File: config.mk
export PLATFORM = sky130hd
export DESIGN_NAME = if_fetch_unit
export DESIGN_NICKNAME = d
export VERILOG_FILES = /design/src/rtl/if_fetch_unit.sv
export SDC_FILE = /design/constraint.sdc
export NUM_CORES = 1
export LEC_CHECK = 0
export BUFFER_PORTS_ARGS = -buffer_cell sky130_fd_sc_hd__buf_4
export CORE_UTILIZATION = 45
export DETAILED_ROUTE_END_ITERATION = 10
export PLACE_DENSITY = 0.85
export SKIP_CTS_REPAIR_TIMING = 1
export SYNTH_ARGS = -nofsm -noshare
export SYNTH_HDL_FRONTEND = slang
export SYNTH_SLANG_ARGS = --single-unit
File: constraint.sdc
create_clock -name clk -period 1.84 [get_ports clk]
set_input_delay 0.184 -clock clk [delete_from_list [all_inputs] [get_ports clk]]
set_output_delay 0.184 -clock clk [all_outputs]
set_load 0.01 [all_outputs]
File: src/rtl/if_fetch_unit.sv
// if_fetch_unit - instruction fetch stage.
//
// Owns the program counter and reads 16-bit instructions from instruction
// memory over a req/ready handshake. It presents pc, pc+2 and the fetched
// word to the IF/ID register, and inserts a bubble (16'h0000) whenever no
// valid instruction is available.
//
// state  | meaning
// -------+------------------------------------------------------------
// FETCH  | request outstanding at pc; forward data on ready
// HOLD   | word arrived during freeze; replay held_ir until released
// DRAIN  | redirect seen mid-request; finish old request, then jump
//
// Ports
//   clk         in   clock, rising edge
//   rst         in   synchronous active-high reset
//   freeze      in   pipeline stall (same as IF/ID freeze)
//   br_taken    in   redirect request from execute
//   br_target   in   [15:0] redirect address (bit 0 forced to 0)
//   imem_req    out  read request to instruction memory
//   imem_addr   out  [15:0] byte address of the request
//   imem_ready  in   memory completes the request this cycle
//   imem_rdata  in   [15:0] instruction word, valid with req & ready
//   pc_out      out  [15:0] address of the word on ir_out
//   pc2_out     out  [15:0] pc_out + 2 (mod 2^16)
//   ir_out      out  [15:0] instruction to IF/ID, 0 = bubble
//   fetch_busy  out  bubble caused by waiting on memory

module if_fetch_unit #(
   parameter logic [15:0] RESET_PC = 16'h0000
) (
   input  logic        clk,
   input  logic        rst,
   input  logic        freeze,
   input  logic        br_taken,
   input  logic [15:0] br_target,
   output logic        imem_req,
   output logic [15:0] imem_addr,
   input  logic        imem_ready,
   input  logic [15:0] imem_rdata,
   output logic [15:0] pc_out,
   output logic [15:0] pc2_out,
   output logic [15:0] ir_out,
   output logic        fetch_busy
);

   typedef enum logic [1:0] {
      S_FETCH = 2'd0,
      S_HOLD  = 2'd1,
      S_DRAIN = 2'd2
   } state_t;

   state_t      state_q, state_d;
   logic [15:0] pc_q, pc_d;
   logic [15:0] tgt_q, tgt_d;
   logic [15:0] held_ir_q, held_ir_d;

   logic        redirect;
   logic [15:0] br_tgt_even;
   logic [15:0] pc_inc;

   // Freeze wins over redirect, matching IF/ID; execute re-presents later.
   assign redirect    = br_taken & ~freeze;
   assign br_tgt_even = br_target & 16'hFFFE;
   assign pc_inc      = pc_q + 16'd2;

   always_ff @(posedge clk) begin
      if (rst) begin
         state_q   <= S_FETCH;
         pc_q      <= RESET_PC;
         tgt_q     <= 16'h0000;
         held_ir_q <= 16'h0000;
      end else begin
         state_q   <= state_d;
         pc_q      <= pc_d;
         tgt_q     <= tgt_d;
         held_ir_q <= held_ir_d;
      end
   end

   logic        req_c;
   logic [15:0] ir_c;
   logic        busy_c;

   always_comb begin
      state_d   = state_q;
      pc_d      = pc_q;
      tgt_d     = tgt_q;
      held_ir_d = held_ir_q;
      req_c     = 1'b0;
      ir_c      = 16'h0000;
      busy_c    = 1'b0;

      unique case (state_q)
         S_FETCH: begin
            req_c  = 1'b1;
            busy_c = ~imem_ready;
            if (redirect) begin
               if (imem_ready) begin
                  pc_d = br_tgt_even;
               end else begin
                  // Memory still owes us the old word; address must stay put.
                  tgt_d   = br_tgt_even;
                  state_d = S_DRAIN;
               end
            end else if (imem_ready) begin
               ir_c = imem_rdata;
               if (freeze) begin
                  held_ir_d = imem_rdata;
                  state_d   = S_HOLD;
               end else begin
                  pc_d = pc_inc;
               end
            end
         end

         S_HOLD: begin
            ir_c = held_ir_q;
            if (redirect) begin
               ir_c    = 16'h0000;
               pc_d    = br_tgt_even;
               state_d = S_FETCH;
            end else if (!freeze) begin
               pc_d    = pc_inc;
               state_d = S_FETCH;
            end
         end

         S_DRAIN: begin
            req_c  = 1'b1;
            busy_c = 1'b1;
            if (redirect) begin
               tgt_d = br_tgt_even;
            end
            if (imem_ready) begin
               pc_d    = redirect ? br_tgt_even : tgt_q;
               state_d = S_FETCH;
            end
         end

         default: begin
            state_d = S_FETCH;
         end
      endcase
   end

   // Reset abandons any request and shows a bubble.
   assign imem_req   = req_c & ~rst;
   assign ir_out     = rst ? 16'h0000 : ir_c;
   assign fetch_busy = busy_c & ~rst;
   assign imem_addr  = pc_q;
   assign pc_out     = pc_q;
   assign pc2_out    = pc_inc;

endmodule

* Yosys cells after proc, flatten, opt, wreduce, memory -nomap -nowiden
Index checks and enable logic that the tools add are counted.
** Word-level totals
- Register bits :: 50
- Bits of input ports :: 37
- Word-level logic and storage cells :: 56
** Operators by class
- Add/sub/neg operators :: 1
- Eq/ne operators :: 10
- Mux-type cells :: 26
- Bitwise logic cells :: 7
- Reductions and logical operators :: 8
** Operators by type and width (number)
- two-way mux 16 bit :: 13
- case mux 16 bit (2 select lines) :: 2
- case mux 16 bit (3 select lines) :: 1
- adder 16 x 2 -> 16 bit, second input constant :: 1
- two-way mux 2 bit :: 7
- inequality test 3 bit, second input constant :: 4
- inequality test 2 bit, second input constant :: 4
- case mux 2 bit (3 select lines) :: 1
- AND reduction 3 bit :: 2
- AND reduction 5 bit :: 1
- NOT 1 bit :: 4
- AND reduction 4 bit :: 1
- bitwise AND 1 bit :: 3
- nonzero test 3 bit :: 1
- == test 2 x 1 -> 1 bit, second input constant :: 1
- == test 2 bit, second input constant :: 1
- logical NOT 2 bit :: 1
- case mux 1 bit (2 select lines) :: 1
- nonzero test 2 bit :: 1
- OR reduction 2 bit :: 1
- two-way mux 1 bit :: 1

* Longest topological paths before layout
- Depth after elaboration :: 5
- Mapped depth :: 7

* Worst setup path after synthesis
No wires, ideal clock.
- Kind :: register to register
- From :: register pc_q[3] (netlist: imem_addr[3])
- To :: register pc_q[10] (netlist: imem_addr[10])
- Arrival :: 1.731 ns
- Required time :: 1.752 ns
- Slack :: 0.021 ns
- Stages on the path, launching flop included :: 7
- Buffers on the path :: 1
- Clock period less this slack :: 1.819 ns
- Path through :: dfxtp_1 > nand4_4 > or2_1 > buf_6 > or3_4 > a21o_1 > a311oi_2
** On the way
- Word-level cells in the longest chain between the ends :: 5
- Elaborated cells on any way between the ends :: 6
- Those cells by class :: 1 x add/sub; 5 x mux
** RTL lines
- start: declaration :: RTL line 54 : logic [15:0] pc_q, pc_d;
- start signal: assignment :: RTL line 75 : pc_q <= pc_d;
- adder 16 x 2 -> 16 bit * :: RTL line 65 : assign pc_inc = pc_q + 16'd2;
- two-way mux 16 bit * :: RTL line 108, 123
- two-way mux 16 bit :: RTL line 106 : end else if (imem_ready) begin
- two-way mux 16 bit :: RTL line 98 : if (redirect) begin
- case mux 16 bit (3 select lines) * :: RTL line 94 : unique case (state_q)
Mark *: on every way between the ends. The rest lies on a longest branch, timed or not. The select of a mux whose other input is x is not followed.
A chain may end at the register's enable or synchronous reset.

* Worst setup path in the final report
- From :: register state_q[1]
- To :: output ir_out[14]
** On the way
- Word-level cells in the longest chain between the ends :: 3
- Elaborated cells on any way between the ends :: 4
- Those cells by class :: 1 x eq/ne; 2 x mux; 1 x reduce/logical
** RTL lines
- start: declaration :: RTL line 53 : state_t state_q, state_d;
- start signal: assignment :: RTL line 74 : state_q <= state_d;
- == test 2 x 1 -> 1 bit or logical NOT 2 bit (tied branches) :: RTL line 94
- case mux 16 bit (2 select lines) * :: RTL line 94
- two-way mux 16 bit * :: RTL line 149 : assign ir_out = rst ? 16'h0000 : ir_c;
- end: declaration :: RTL line 43 : output logic [15:0] ir_out,
Mark *: on every way between the ends. The rest lies on a longest branch, timed or not.

==> results.md <==
Run status:
- The run finished, with violations left.
- The final reports fail on setup timing.

Global routing:
- The overall global routing resource usage is 24.57%.
- Summed over all layers, the global routing overflow is 0.
- The wire length of the first global-routing pass is between 10000 and 15000 µm.
- The initial antenna violation count is 0.
- The number of global-route vias before repair is about 2700.
- The largest net degree at the start of global routing is 30.

Place:
- Once placement finished, the instance area stood at around 3600 µm².
- Port buffering added around 100 buffers.
- The placed wire-length estimate is approximately 5700 µm.
- The routability congestion estimate is ~0.9.

Clocking:
- The H-tree generated during clock tree synthesis spans 2 levels.
- The clock net sink count is 50.
- The number of buffers on the longest clock path is 2.
- Buffers inserted during clock tree synthesis total 5.
- The insertion delay of the later-clocked pin in the worst-skew pair is 0.30 ns.
- The tree is rooted in a sky130_fd_sc_hd__clkbuf_8.
- The clock tree from TritonCTS is built.
- The clock edge transition at the registers on the reported setup and hold paths is 0.09 ns.

Die:
- The floorplan step defined a die boundary enclosing 6519 µm².
- From left edge to right edge, the die measures 80.74 µm.
- The floorplan step set the die height to 80.74 µm.
- The number of primary I/O pins is just over 100.
- The initial core utilization is between 40% and 50%.
- The area of the placeable core is just under 6000 µm².
- The number of standard-cell rows in the floorplan is 28.

STA:
- The clock period minus worst slack is approximately 1.8 ns.
- Across the routed clock network, the largest skew measured is roughly 0.009 ns.
- Setup repair after global routing could not meet its margin everywhere.
- The final count of negative-setup-slack endpoints is 1.
- The final critical path takes up 100.5% of the cycle.
- The number of hold violations in the final report is 0.
- The slew at the pin with the worst max-slew slack is 0.7391 ns.
- The fmax is 541.0 MHz.
- Measured against its own limit, the worst slew margin works out to between 50% and 60%.
- The number of max-slew violations in the final report is 0.
- The final worst slack is -0.008302 ns.

Route:
- The number of design rule violations left after detail routing is 0.
- The number of detailed-route iterations in the first pass is 6.
- After detailed routing, the average wire length per cell comes to approximately 15 µm.
- Detailed routing inserted a total of between 3000 and 4000 vias.
- The DRC marker count from the first detailed-route iteration is between 300 and 400.
- The wire length reported by the detailed router is 8619 µm.
- The number of antenna-violating nets in the routed design is 0.
- The ratio of routed vias to standard cells is between 5 and 6.

Critical path:
- The capturing element type of the critical path is an output port.
- The data required time at the worst endpoint is roughly 1.7 ns.
- Data on the critical path arrives at its endpoint at approximately 1.7 ns.
- The worst setup path category is reg -> out.
- Along the worst path, the maximum fanout reaches 17.
- STA classifies the critical path startpoint as a register.

Layout:
- The post-route netlist has between 30% and 40% of its cells at a drive strength greater than 1.
- The final cell utilization of the core is around 65%.
- Registers take roughly 1000 µm².
- Counting the fill cells in the layout gives slightly below 500.
- The total inserted antenna cells is 0.
- Relative to the synthesized area, the layout overhead comes to 38.48%.
- The final design area excluding fillers is just under 4000 µm².
- The area of the multi-input gates is 1610 µm².
- The final net count is about 520.

Logic synthesis:
- Counting distinct cell types in the post-synthesis netlist gives 45.
- The synthesized design devotes to its leading area cell type a little over a third of total area.
- Summing the sequential cell areas from Yosys gives 35.87% of the chip area.
- The average instance in the mapped netlist occupies 7.210 µm².
- Sorting the synthesized cells by area gives the leading types as sky130_fd_sc_hd__dfxtp_1 (36%), sky130_fd_sc_hd__nand2_1 (11%), sky130_fd_sc_hd__a21oi_1 (7.5%).
- The dominant cell type by area after synthesis is sky130_fd_sc_hd__dfxtp_1.
- The cell count after synthesis came out at 387.
- The post-synth net total is approximately 430.
- Yosys printed 0 warnings.
- The mapped netlist covers 2790 µm².
- In this run, synthesis produced a sequential element count of 50.

Pwr:
- Power spread over the standard cell area amounts to approximately 640 nW/µm².
- The maximum vdd ir drop is between 0.0004 and 0.0005 V.
- In this run the static leakage power is approximately 1.7 nW.

Flow run:
- The number of violations of the max-capacitance limit is 0.

Hold path:
- The path class of the lowest-slack min-delay path is in -> reg.
state kept, by name, indices dropped and copies added (netlist names):
signal	cells
state_q	2
held_ir_q	16
imem_addr	16
tgt_q	16
critical path, stage by stage (launching register included):
cell	delay, ns
sky130_fd_sc_hd__dfxtp_1	0.33
sky130_fd_sc_hd__buf_6	0.14
sky130_fd_sc_hd__or2_2	0.45
sky130_fd_sc_hd__nor3_1	0.27
sky130_fd_sc_hd__buf_4	0.17
cells in the mapped netlist (all sizes together):
cell type and count:
a21oi 42, dfxtp 50, o211ai 1, xor2 5, a21boi 1, and3 1, nor3b 2, nand3b 1
ha 1, a22o 1, a211o 1, buf 22, a2bb2oi 2, a211oi 5, nor2b 4, o32a 1
a22oi 18, o21ai 14, a2111oi 3, a21o 2, a31oi 2, nor3 11, o211a 2, nor4 3
a222oi 3, o31ai 1, clkbuf 23, nor2 47, nand4 4, a311oi 2, or2 3, xnor2 7
inv 5, or3 1, nand3 9, nand2 83, nand2b 4
where the power goes:
group | internal, mW | switching, mW
Sequential | 1.14 | 0.0424
Combinational | 0.308 | 0.340
Clock | 0.304 | 0.356
Total | 1.75 | 0.738
routing by layer:
metal	GRT usage (%)	part of all wire (%)
met1	31.26	39
met2	42.03	51
met3	4.157	8.0
met4	8.214	1.6
met5	0	0
final cells by class:
class,count,share of cell area (%)
flip-flops and latches,50,26.26
clock buffers,7,2.234
clock inverters,1,0.1295
well taps,75,2.429
inverters,5,0.5505
repair buffers,136,26.72
multi-input cells,287,41.68
through the flow:
stage / setup TNS [ns] / cells / power (mW) / hold slack [ns] / setup slack (ns)
2_1_floorplan: 0 / 387 / 1.529 / 0.2671 / 0.02098
3_3_place_gp: 0 / 547 / 1.792 / 0.4181 / 0.08868
3_5_place_dp: 0 / 547 / 1.806 / 0.4130 / 0.0001820
4_1_cts: -3.667 / 555 / 2.450 / 0.09584 / -0.2176
5_1_grt: -0.2139 / 561 / 2.606 / 0.1259 / -0.1194
6_report: -0.008302 / 561 / 2.486 / 0.1318 / -0.008302
kinds of logic (layout without fill, tap and decap cells):
group	Yosys count	after routing	share of synthesized area, %
buffers and inverters	50	149	9.417
flip-flops	50	50	35.87
adder cells (fa/ha/maj)	1	1	0.4484
AND/OR/NAND/NOR	173	173	27.09
AO/OA/AOI/OAI	101	101	23.41
XOR/XNOR	12	12	3.767
worst paths after layout:
check	from	endpoint	slack [ns]	depth (start not counted)
hold reg to reg	tgt_q[10]$_SDFFE_PP0P_	tgt_q[10]$_SDFFE_PP0P_	0.46	2
setup / recovery	state_q[1]$_SDFFE_PP0P_	ir_out[14]	-0.008	4
hold / removal	imem_ready	state_q[1]$_SDFFE_PP0P_	0.13	2
setup reg to reg	state_q[0]$_SDFFE_PP0P_	imem_addr[13]$_SDFFE_PP0P_	0.14	7
layout by cell type, fill, tap and decap left out, types with 2 or more instances in the layout:
| cell type | netlist | layout |
|---|---|---|
| sky130_fd_sc_hd__a31oi_1 | 2 | 2 |
| sky130_fd_sc_hd__buf_4 | 17 | 132 |
| sky130_fd_sc_hd__nor4_1 | 3 | 2 |
| sky130_fd_sc_hd__o211a_1 | 2 | 2 |
| sky130_fd_sc_hd__nand3_1 | 9 | 8 |
| sky130_fd_sc_hd__xnor2_1 | 7 | 6 |
| sky130_fd_sc_hd__xor2_1 | 5 | 5 |
| sky130_fd_sc_hd__nand2_1 | 83 | 81 |
| sky130_fd_sc_hd__nand4_1 | 3 | 3 |
| sky130_fd_sc_hd__a22oi_1 | 18 | 18 |
| sky130_fd_sc_hd__buf_6 | 1 | 3 |
| sky130_fd_sc_hd__a211oi_1 | 4 | 4 |
| sky130_fd_sc_hd__dfxtp_4 | 0 | 2 |
| sky130_fd_sc_hd__nor2_1 | 47 | 42 |
| sky130_fd_sc_hd__o21ai_0 | 13 | 13 |
| sky130_fd_sc_hd__a222oi_1 | 3 | 3 |
| sky130_fd_sc_hd__nand2_2 | 0 | 2 |
| sky130_fd_sc_hd__dfxtp_2 | 0 | 5 |
| sky130_fd_sc_hd__a2bb2oi_1 | 2 | 2 |
| sky130_fd_sc_hd__nand2b_1 | 4 | 3 |
| sky130_fd_sc_hd__nor2b_1 | 4 | 4 |
| sky130_fd_sc_hd__dfxtp_1 | 50 | 43 |
| sky130_fd_sc_hd__nor2_2 | 0 | 4 |
| sky130_fd_sc_hd__nor3_1 | 11 | 10 |
| sky130_fd_sc_hd__a2111oi_0 | 3 | 3 |
| sky130_fd_sc_hd__a21o_1 | 2 | 2 |
| sky130_fd_sc_hd__a21oi_1 | 42 | 42 |
| sky130_fd_sc_hd__clkbuf_8 | 0 | 6 |
| sky130_fd_sc_hd__or2_2 | 2 | 2 |
| sky130_fd_sc_hd__inv_1 | 5 | 4 |
| sky130_fd_sc_hd__nor3b_1 | 2 | 2 |
Note: power is estimated with default switching activity, not from simulation.
